$ cat config.mk
export PLATFORM = sky130hd
export DESIGN_NAME = jtframe_bank_rd_slots
export DESIGN_NICKNAME = d
export VERILOG_FILES = /design/src/rtl/jtframe_bank_rd_slots_pkg.sv /design/src/rtl/jtframe_rd_line_cache.sv /design/src/rtl/jtframe_bank_rd_slots.sv
export SDC_FILE = /design/constraint.sdc
export NUM_CORES = 1
export LEC_CHECK = 0
export BUFFER_PORTS_ARGS = -buffer_cell sky130_fd_sc_hd__clkbuf_2
export CELL_PAD_IN_SITES_DETAIL_PLACEMENT = 1
export CELL_PAD_IN_SITES_GLOBAL_PLACEMENT = 1
export CORE_ASPECT_RATIO = 0.75
export CORE_MARGIN = 2
export CORE_UTILIZATION = 45
export DETAILED_ROUTE_END_ITERATION = 16
export MAX_ROUTING_LAYER = met4
export PLACE_DENSITY_LB_ADDON = 0.1
export SLEW_MARGIN = 10
export SYNTH_ARGS = -nofsm -noshare
export SYNTH_HDL_FRONTEND = slang
export SYNTH_SLANG_ARGS = --single-unit
$ cat constraint.sdc
create_clock -name clk -period 5.7 [get_ports clk]
set_input_delay 0 -clock clk [delete_from_list [all_inputs] [get_ports clk]]
set_output_delay 0 -clock clk [all_outputs]
set_load 0.1 [all_outputs]
$ cat src/rtl/jtframe_bank_rd_slots_pkg.sv
// Shared constants for the two-slot SDRAM read front end: FSM encoding and
// 16/32-bit word selection.
package jtframe_bank_rd_slots_pkg;

  localparam logic [1:0] IDLE     = 2'd0;
  localparam logic [1:0] WAIT_ACK = 2'd1;
  localparam logic [1:0] WAIT_RDY = 2'd2;

  localparam int unsigned WORD_W = 16;
  localparam int unsigned LINE_W = 32;

  // Odd word addresses live in the upper half of the 32-bit line.
  function automatic logic [WORD_W-1:0] word_sel(input logic [LINE_W-1:0] line,
                                                 input logic              odd);
    return odd ? line[LINE_W-1:WORD_W] : line[WORD_W-1:0];
  endfunction

endpackage

$ cat src/rtl/jtframe_rd_line_cache.sv
// One-line (32-bit) read cache for a single slot: tag/valid, hit compare and
// registered ok/dout.
module jtframe_rd_line_cache
  import jtframe_bank_rd_slots_pkg::*;
#(
  parameter int unsigned AW = 22
) (
  input  logic              clk,
  input  logic              rst_n,
  input  logic              clr,
  input  logic [AW-1:0]     addr,
  input  logic              cs,
  input  logic              fill,
  input  logic [AW-2:0]     fill_tag,
  input  logic [LINE_W-1:0] fill_data,
  output logic              hit,
  output logic              ok,
  output logic [WORD_W-1:0] dout
);

  logic [AW-2:0]     tag_q;
  logic [LINE_W-1:0] line_q;
  logic              valid_q;
  logic              ok_q;
  logic [WORD_W-1:0] dout_q;
  logic              fill_match;
  logic [LINE_W-1:0] eff_line;

  assign hit        = valid_q && (tag_q == addr[AW-1:1]);
  // Forward the incoming fill so ok rises the cycle right after rdy.
  assign fill_match = fill && (fill_tag == addr[AW-1:1]);
  assign eff_line   = fill_match ? fill_data : line_q;

  always_ff @(posedge clk or negedge rst_n) begin
    if (!rst_n) begin
      tag_q   <= '0;
      line_q  <= '0;
      valid_q <= 1'b0;
      ok_q    <= 1'b0;
      dout_q  <= '0;
    end else begin
      if (clr) begin
        valid_q <= 1'b0;
      end else if (fill) begin
        valid_q <= 1'b1;
        tag_q   <= fill_tag;
        line_q  <= fill_data;
      end
      ok_q <= cs && !clr && (hit || fill_match);
      if (cs && (hit || fill_match)) begin
        dout_q <= word_sel(eff_line, addr[0]);
      end
    end
  end

  assign ok   = ok_q;
  assign dout = dout_q;

endmodule

$ cat src/rtl/jtframe_bank_rd_slots.sv
// Two-client read front end for one read-only SDRAM bank port: per-slot line
// caches, round-robin miss arbitration and a single rd/ack/rdy transaction.
module jtframe_bank_rd_slots
  import jtframe_bank_rd_slots_pkg::*;
#(
  parameter int unsigned   AW      = 22,
  parameter logic [AW-1:0] OFFSET0 = '0,
  parameter logic [AW-1:0] OFFSET1 = '0
) (
  input  logic              clk,
  input  logic              rst_n,
  input  logic              clr,
  input  logic [AW-1:0]     slot0_addr,
  input  logic              slot0_cs,
  output logic              slot0_ok,
  output logic [WORD_W-1:0] slot0_dout,
  input  logic [AW-1:0]     slot1_addr,
  input  logic              slot1_cs,
  output logic              slot1_ok,
  output logic [WORD_W-1:0] slot1_dout,
  output logic [AW-1:0]     ba_addr,
  output logic              ba_rd,
  input  logic              ba_ack,
  input  logic              ba_rdy,
  input  logic [LINE_W-1:0] ba_dout
);

  logic [1:0]    state_q, state_d;
  logic          sel_q, sel_d;
  logic [AW-2:0] tag_q, tag_d;
  logic          ba_rd_q, ba_rd_d;
  logic [AW-1:0] ba_addr_q, ba_addr_d;
  logic          ptr_q, ptr_d;
  logic          discard_q, discard_d;
  logic          fill, fill_keep;
  logic          pick;
  logic          hit0, hit1, miss0, miss1;

  assign miss0 = slot0_cs && !hit0;
  assign miss1 = slot1_cs && !hit1;

  always_comb begin
    state_d   = state_q;
    sel_d     = sel_q;
    tag_d     = tag_q;
    ba_rd_d   = ba_rd_q;
    ba_addr_d = ba_addr_q;
    ptr_d     = ptr_q;
    discard_d = discard_q;
    fill      = 1'b0;
    pick      = 1'b0;
    case (state_q)
      IDLE: begin
        if (!clr && (miss0 || miss1)) begin
          pick = (miss0 && miss1) ? ptr_q : miss1;
          if (miss0 && miss1) ptr_d = ~ptr_q;
          sel_d     = pick;
          tag_d     = pick ? slot1_addr[AW-1:1] : slot0_addr[AW-1:1];
          ba_rd_d   = 1'b1;
          ba_addr_d = {tag_d, 1'b0} + (pick ? OFFSET1 : OFFSET0);
          discard_d = 1'b0;
          state_d   = WAIT_ACK;
        end
      end
      WAIT_ACK: begin
        if (clr) discard_d = 1'b1;
        if (ba_ack) begin
          ba_rd_d = 1'b0;
          // Simultaneous ack+rdy completes the fill in one step.
          if (ba_rdy) begin
            fill    = 1'b1;
            state_d = IDLE;
          end else begin
            state_d = WAIT_RDY;
          end
        end
      end
      WAIT_RDY: begin
        if (clr) discard_d = 1'b1;
        if (ba_rdy) begin
          fill    = 1'b1;
          state_d = IDLE;
        end
      end
      default: state_d = IDLE;
    endcase
  end

  // A clear seen at any point of the transaction voids its data.
  assign fill_keep = fill && !discard_q && !clr;

  always_ff @(posedge clk or negedge rst_n) begin
    if (!rst_n) begin
      state_q   <= IDLE;
      sel_q     <= 1'b0;
      tag_q     <= '0;
      ba_rd_q   <= 1'b0;
      ba_addr_q <= '0;
      ptr_q     <= 1'b0;
      discard_q <= 1'b0;
    end else begin
      state_q   <= state_d;
      sel_q     <= sel_d;
      tag_q     <= tag_d;
      ba_rd_q   <= ba_rd_d;
      ba_addr_q <= ba_addr_d;
      ptr_q     <= ptr_d;
      discard_q <= discard_d;
    end
  end

  assign ba_rd   = ba_rd_q;
  assign ba_addr = ba_addr_q;

  jtframe_rd_line_cache #(
    .AW (AW)
  ) u_cache0 (
    .clk       (clk),
    .rst_n     (rst_n),
    .clr       (clr),
    .addr      (slot0_addr),
    .cs        (slot0_cs),
    .fill      (fill_keep && !sel_q),
    .fill_tag  (tag_q),
    .fill_data (ba_dout),
    .hit       (hit0),
    .ok        (slot0_ok),
    .dout      (slot0_dout)
  );

  jtframe_rd_line_cache #(
    .AW (AW)
  ) u_cache1 (
    .clk       (clk),
    .rst_n     (rst_n),
    .clr       (clr),
    .addr      (slot1_addr),
    .cs        (slot1_cs),
    .fill      (fill_keep && sel_q),
    .fill_tag  (tag_q),
    .fill_data (ba_dout),
    .hit       (hit1),
    .ok        (slot1_ok),
    .dout      (slot1_dout)
  );

endmodule
Word level (Yosys, flattened, before mapping) --
Index checks and enable logic that the tools add are counted.
Storage, ports and cells: register bits 169, word-level logic and storage cells 91, output and inout bits 57
Operators by class: bitwise gates (word level) 2, muxes and demuxes 24, equal/unequal tests 10, reductions and logical operators 39
Operators by type and width (count):
- $eq A21 B21 Y1 | 4
- $mux W32 | 2
- $mux W16 | 2
- $mux W21 | 1
- $logic_and A1 B1 Y1 | 18
- $reduce_and A3 Y1 | 4
- $mux W1 | 11
- $mux W2 | 4
- $reduce_bool A2 Y1 | 4
- $ne A2 B2 Y1 const B | 3
- $pmux W1 S2 | 3
- $pmux W2 S3 | 1
- $reduce_and A2 Y1 | 3
- $logic_not A1 Y1 | 5
- $logic_or A1 B1 Y1 | 3
- $eq A2 B1 Y1 const B | 1
- $eq A2 B2 Y1 const B | 1
- $logic_not A2 Y1 | 1
- $ne A2 B1 Y1 const B | 1
- $not A1 Y1 | 2
- $reduce_or A2 Y1 | 1

Longest topological paths before layout --
depth in word-level cells 9, gate-level depth with buffers 11, mapped depth without buffers 8

Hierarchy --
A second synthesis with hierarchy kept.
Unflattened totals: cell total of the unflattened synthesis 805, area, all modules 9080.0 um^2
Modules (own cells, without submodules):
- jtframe_rd_line_cache | area each 3842.4 um^2, times used 2, cells an instance 321, seq. area each 1776.7 um^2
- jtframe_bank_rd_slots | area each 1395.1 um^2, times used 1, cells an instance 163, seq. area each 675.6 um^2

Worst setup path after synthesis --
OpenSTA, ideal clock, no wires.
path kind flip-flop to flip-flop, from reg tag_q[2], to reg u_cache0.dout_q[10] (netlist: u_cache0.dout[10]), cell stages (with the launch flop) 8, library setup time 0.125 ns, path slack 2.721 ns, period minus slack after synthesis 2.979 ns, arrival 2.853 ns, cells stage by stage dfrtp_1 -> xor2_1 -> nor4b_1 -> nand4_1 -> or4_4 -> a21oi_4 -> buf_6 -> mux2_2
On the way: cells in the longest elaborated chain, start to end 4, elaborated cells between the ends (all ways) 6, those cells by class eq/ne (1); mux (2); reduce/logical (3)
RTL lines:
- from (decl) | line jtframe_bank_rd_slots.sv:30 | logic [AW-2:0] tag_q, tag_d;
- from (signal assigned) | line jtframe_bank_rd_slots.sv:104 | tag_q <= tag_d;
- $eq A21 B21 Y1 * | line jtframe_rd_line_cache.sv:31 | assign fill_match = fill && (fill_tag == addr[AW-1:1]);
- $logic_and A1 B1 Y1 * | line jtframe_rd_line_cache.sv:31
- $mux W32 / $logic_or A1 B1 Y1 (equally long branches) | line jtframe_rd_line_cache.sv:32, jtframe_rd_line_cache.sv:50
- $mux W16 / $logic_and A1 B1 Y1 (equally long branches) | line jtframe_bank_rd_slots_pkg.sv:15, jtframe_rd_line_cache.sv:50
- to (signal assigned) | line jtframe_rd_line_cache.sv:51 | dout_q <= word_sel(eff_line, addr[0]);
- to (decl) | line jtframe_rd_line_cache.sv:25 | logic [WORD_W-1:0] dout_q;
Every way passes the cells marked *; elsewhere a longest branch is shown, timed or not. A chain may end at the register's enable or synchronous reset.

Worst setup path after layout --
from reg u_cache0.tag_q[18], to reg tag_q[15]
On the way: cells in the longest elaborated chain, start to end 7, elaborated cells between the ends (all ways) 10, those cells by class eq/ne (1); mux (2); reduce/logical (7)
RTL lines:
- from (decl) | line jtframe_rd_line_cache.sv:21 | logic [AW-2:0] tag_q;
- from (signal assigned) | line jtframe_rd_line_cache.sv:46 | tag_q <= fill_tag;
- $eq A21 B21 Y1 * | line jtframe_rd_line_cache.sv:29 | assign hit = valid_q && (tag_q == addr[AW-1:1]);
- $logic_and A1 B1 Y1 * | line jtframe_rd_line_cache.sv:29
- $logic_not A1 Y1 * | line jtframe_bank_rd_slots.sv:39 | assign miss0 = slot0_cs && !hit0;
- $logic_and A1 B1 Y1 * | line jtframe_bank_rd_slots.sv:39
- $logic_and A1 B1 Y1 / $logic_or A1 B1 Y1 (equally long branches) | line jtframe_bank_rd_slots.sv:55, jtframe_bank_rd_slots.sv:54
- $mux W1 / $logic_and A1 B1 Y1 (equally long branches) | line jtframe_bank_rd_slots.sv:55, jtframe_bank_rd_slots.sv:54
- $mux W21 / $reduce_and A2 Y1 (equally long branches)
Marks and branches as above.

==> impl_metrics.tcl <==
set metrics [dict create \
    synth_area_leaders "sky130_fd_sc_hd__dfrtp_1 (46%), sky130_fd_sc_hd__mux2_2 (15%), sky130_fd_sc_hd__mux2i_1 (11%), sky130_fd_sc_hd__xnor2_1 (5.7%), sky130_fd_sc_hd__a31oi_2 (2.7%)" \
    drc 0 \
    grt_max_degree 105 \
    multi_input_area_mm2 0.004676 \
    synthToLayoutAreaGrowth_pct 25.90 \
    synthesis.yosys.warnings 0 \
    coreArea_mm2 0.02004 \
    max-clock-path-buffers 2 \
    wl_per_cell_um 22.84 \
    criticalPathCategory "reg2reg" \
    irDropWorstVdd_v 0.0002928 \
    syn_inst 738 \
    detailroute.via_count 6934 \
    floorplan.rows 45 \
    worst-endpoint-required_ns 6.07 \
    share_of_layout_cells_above_drive_strength_1_pct 35.53 \
    cts_hold_buf 80 \
    floorplan.initialDensity_pct 45.49 \
    cts.htree.levels 4 \
    synthArstFlopShare_pct 100.0 \
    globalRouteOverflowTotal 0 \
    cell_with_the_most_instances_after_synthesis "sky130_fd_sc_hd__dfrtp_1" \
    final-setup-viol-count 0 \
    grt_pass1_vias 7591 \
    drt_iter0_markers 415 \
    synth_seq_cells 169 \
    hold_slack_ns 0.1122 \
    postCtsSetupRepairBufs 0 \
    tns_ns 0 \
    drt_total_wl_um 27750 \
    timing_worst_slew_pin_value_ns 1.177 \
    die_x_um 168.4 \
    netlist_area_mm2 0.009117 \
    gr-usage-all-layers_pct 27.55 \
    synth_area_leader_cell "sky130_fd_sc_hd__dfrtp_1" \
    via_per_inst 5.707 \
    hold_viol 0 \
    tritoncts "done" \
    syn-num-nets 824 \
    ys.flop_type "sky130_fd_sc_hd__dfrtp_1" \
    grt_first_pass_wirelength_um 43610 \
    place_hpwl_um 19030 \
    layout.nets 1030 \
    die_height_um 127.3 \
    cts-resized-gates 0 \
    synth.avg_cell_area_um2 12.35 \
    achievable-frequency_mhz 265.7 \
    post_dp_cell_area_mm2 0.01005 \
    yosysTopAreaCellShare_pct 46.38 \
    count_of_unique_library_cells_instantiated_by_yosys 54 \
    fin_crit_sh_pct 66.03 \
    slew_headroom_pct 21.56 \
    design.portCount 140 \
    io_buffers 138 \
    drt_pre_antenna_iters 4 \
    final-max-slew-violation-count 0 \
    fp.dieArea_mm2 0.02143 \
    worst_setup_path_end_kind "flip-flop" \
    arrival_ns 4.13 \
    post_cts_clock_slew_at_the_launch_and_capture_registers_of_the_worst_setup_and_hold_paths_ns 0.08 \
    fin_worst_skew_ns 0.01571 \
    drv.max_cap_violation_count 0 \
    hp-class "in2reg" \
    power.density_cell_area_mw_per_mm2 466.3 \
    area.sequential_mm2 0.004229 \
    run_status "completed" \
    diodes 0 \
    ant_nets 0 \
    synth_enable_flop_cells 0 \
    rsz_0062_raised_after_global_routing "false" \
    finalCriticalPeriod_ns 3.764 \
    critPathLaunchType "flip-flop" \
    number_of_antenna_violations_at_the_first_check_in_global_routing 0 \
    numCtsBuffers 17 \
    clock_sink_count 169 \
    clock_latency_ns 0.44 \
    yosysSeqAreaShare_pct 46.38 \
    gp_congestion 0.9048 \
    power.static_leakage_nw 5.496 \
    finalInstanceArea_mm2 0.01148 \
    final.fill_count 2079 \
    synth.cells.most_frequent "sky130_fd_sc_hd__dfrtp_1 (169), sky130_fd_sc_hd__mux2_2 (124), sky130_fd_sc_hd__mux2i_1 (97)" \
    cts_root_buf "sky130_fd_sc_hd__clkbuf_16" \
    crit_path_max_fanout 24 \
]
-- through the flow --
stage / utilization, % / total power [W] / setup WS, ns / std cells
floorplan: - / 0.003349 / 2.721 / 738
global placement: 50.15 / 0.003855 / 2.567 / 1103
detailed placement: 50.15 / 0.003943 / 2.501 / 1103
CTS: 57.27 / 0.005343 / 2.121 / 1215
global route: 57.27 / 0.005597 / 1.801 / 1215
finish: 57.27 / 0.005352 / 1.936 / 1215
-- area by class of cell --
cell class	instances	share of cell area, %
multi-input cells	516	40.73
flip-flops and latches	169	36.84
repair buffers	230	13.83
clock buffers	17	3.706
well taps	258	2.812
clock inverters	15	1.744
inverters	10	0.3270
-- kinds of logic after synthesis --
family	share of synthesized area (%)
xor+xnor	8.357
flops	46.38
simple gates	8.028
other cells	0.04113
buf+inv	2.703
mux	27.82
compound gates	6.258
fa+ha+maj	0.4117
-- flip-flops by register name, summed over array words and instances, names as in the netlist, 2 cells and up --
signal and cells:
u_cache1.tag_q 21, u_cache1.line_q 32, state_q 2, u_cache0.dout 16, u_cache0.tag_q 21, u_cache0.line_q 32
tag_q 21, u_cache1.dout 16
-- cell usage in the layout (no fill, tap or decap), drive strengths merged, types with 4 or more instances in the layout --
master / n
dfrtp: 169
clkbuf: 154
mux2: 139
mux2i: 97
dlygate4sd3: 80
xnor2: 59
xor2: 28
nor3: 26
nand4: 25
o21ai: 25
nand3: 23
a31oi: 22
inv: 17
buf: 13
nor4: 12
nand2: 10
a21oi: 6
clkinv: 5
or4: 4
a211oi: 4
-- critical path, cell delays in order, from the launching register on --
cell                            delay, ns
sky130_fd_sc_hd__dfrtp_1             0.40
sky130_fd_sc_hd__xor2_1              0.14
sky130_fd_sc_hd__nor4_1              0.86
sky130_fd_sc_hd__and3_1              0.46
sky130_fd_sc_hd__a2111oi_4           0.11
sky130_fd_sc_hd__buf_4               0.27
sky130_fd_sc_hd__or2_1               0.38
sky130_fd_sc_hd__buf_4               0.30
sky130_fd_sc_hd__a31oi_2             0.16
sky130_fd_sc_hd__dlygate4sd3_1       0.58
-- metal layers --
metal,track usage [%],up-vias,share of wire (%)
li1,-,3130,-
met1,38.77,3596,49
met2,41.49,188,46
met3,5.235,20,4.8
met4,6.542,0,0.98
met5,-,-,0
-- path summary, 6_finish.rpt --
check | startpoint | endpoint | slack (ns) | cells past startpoint
max | u_cache0.tag_q[18] | tag_q[15] | 1.94 | 9
min | slot0_cs | u_cache0.ok | 0.11 | 3
max reg2reg | u_cache0.tag_q[18] | tag_q[15] | 1.94 | 9
min reg2reg | u_cache1.dout[5] | u_cache1.dout[5] | 0.50 | 1
max in group asynchronous | rst_n | u_cache0.tag_q[15] | 3.99 | 3
min in group asynchronous | rst_n | tag_q[9] | 0.23 | 2
-- report_power, final --
part	total, W	internal [W]	leakage (nW)	switching [W]
registers	0.00192	0.00155	2.26	0.000368
clock network	0.00123	0.000673	0.303	0.000557
logic	0.00221	0.000825	2.94	0.00138
total	0.00535	0.00305	5.50	0.00231
Note: power is estimated with default switching activity, not from simulation.
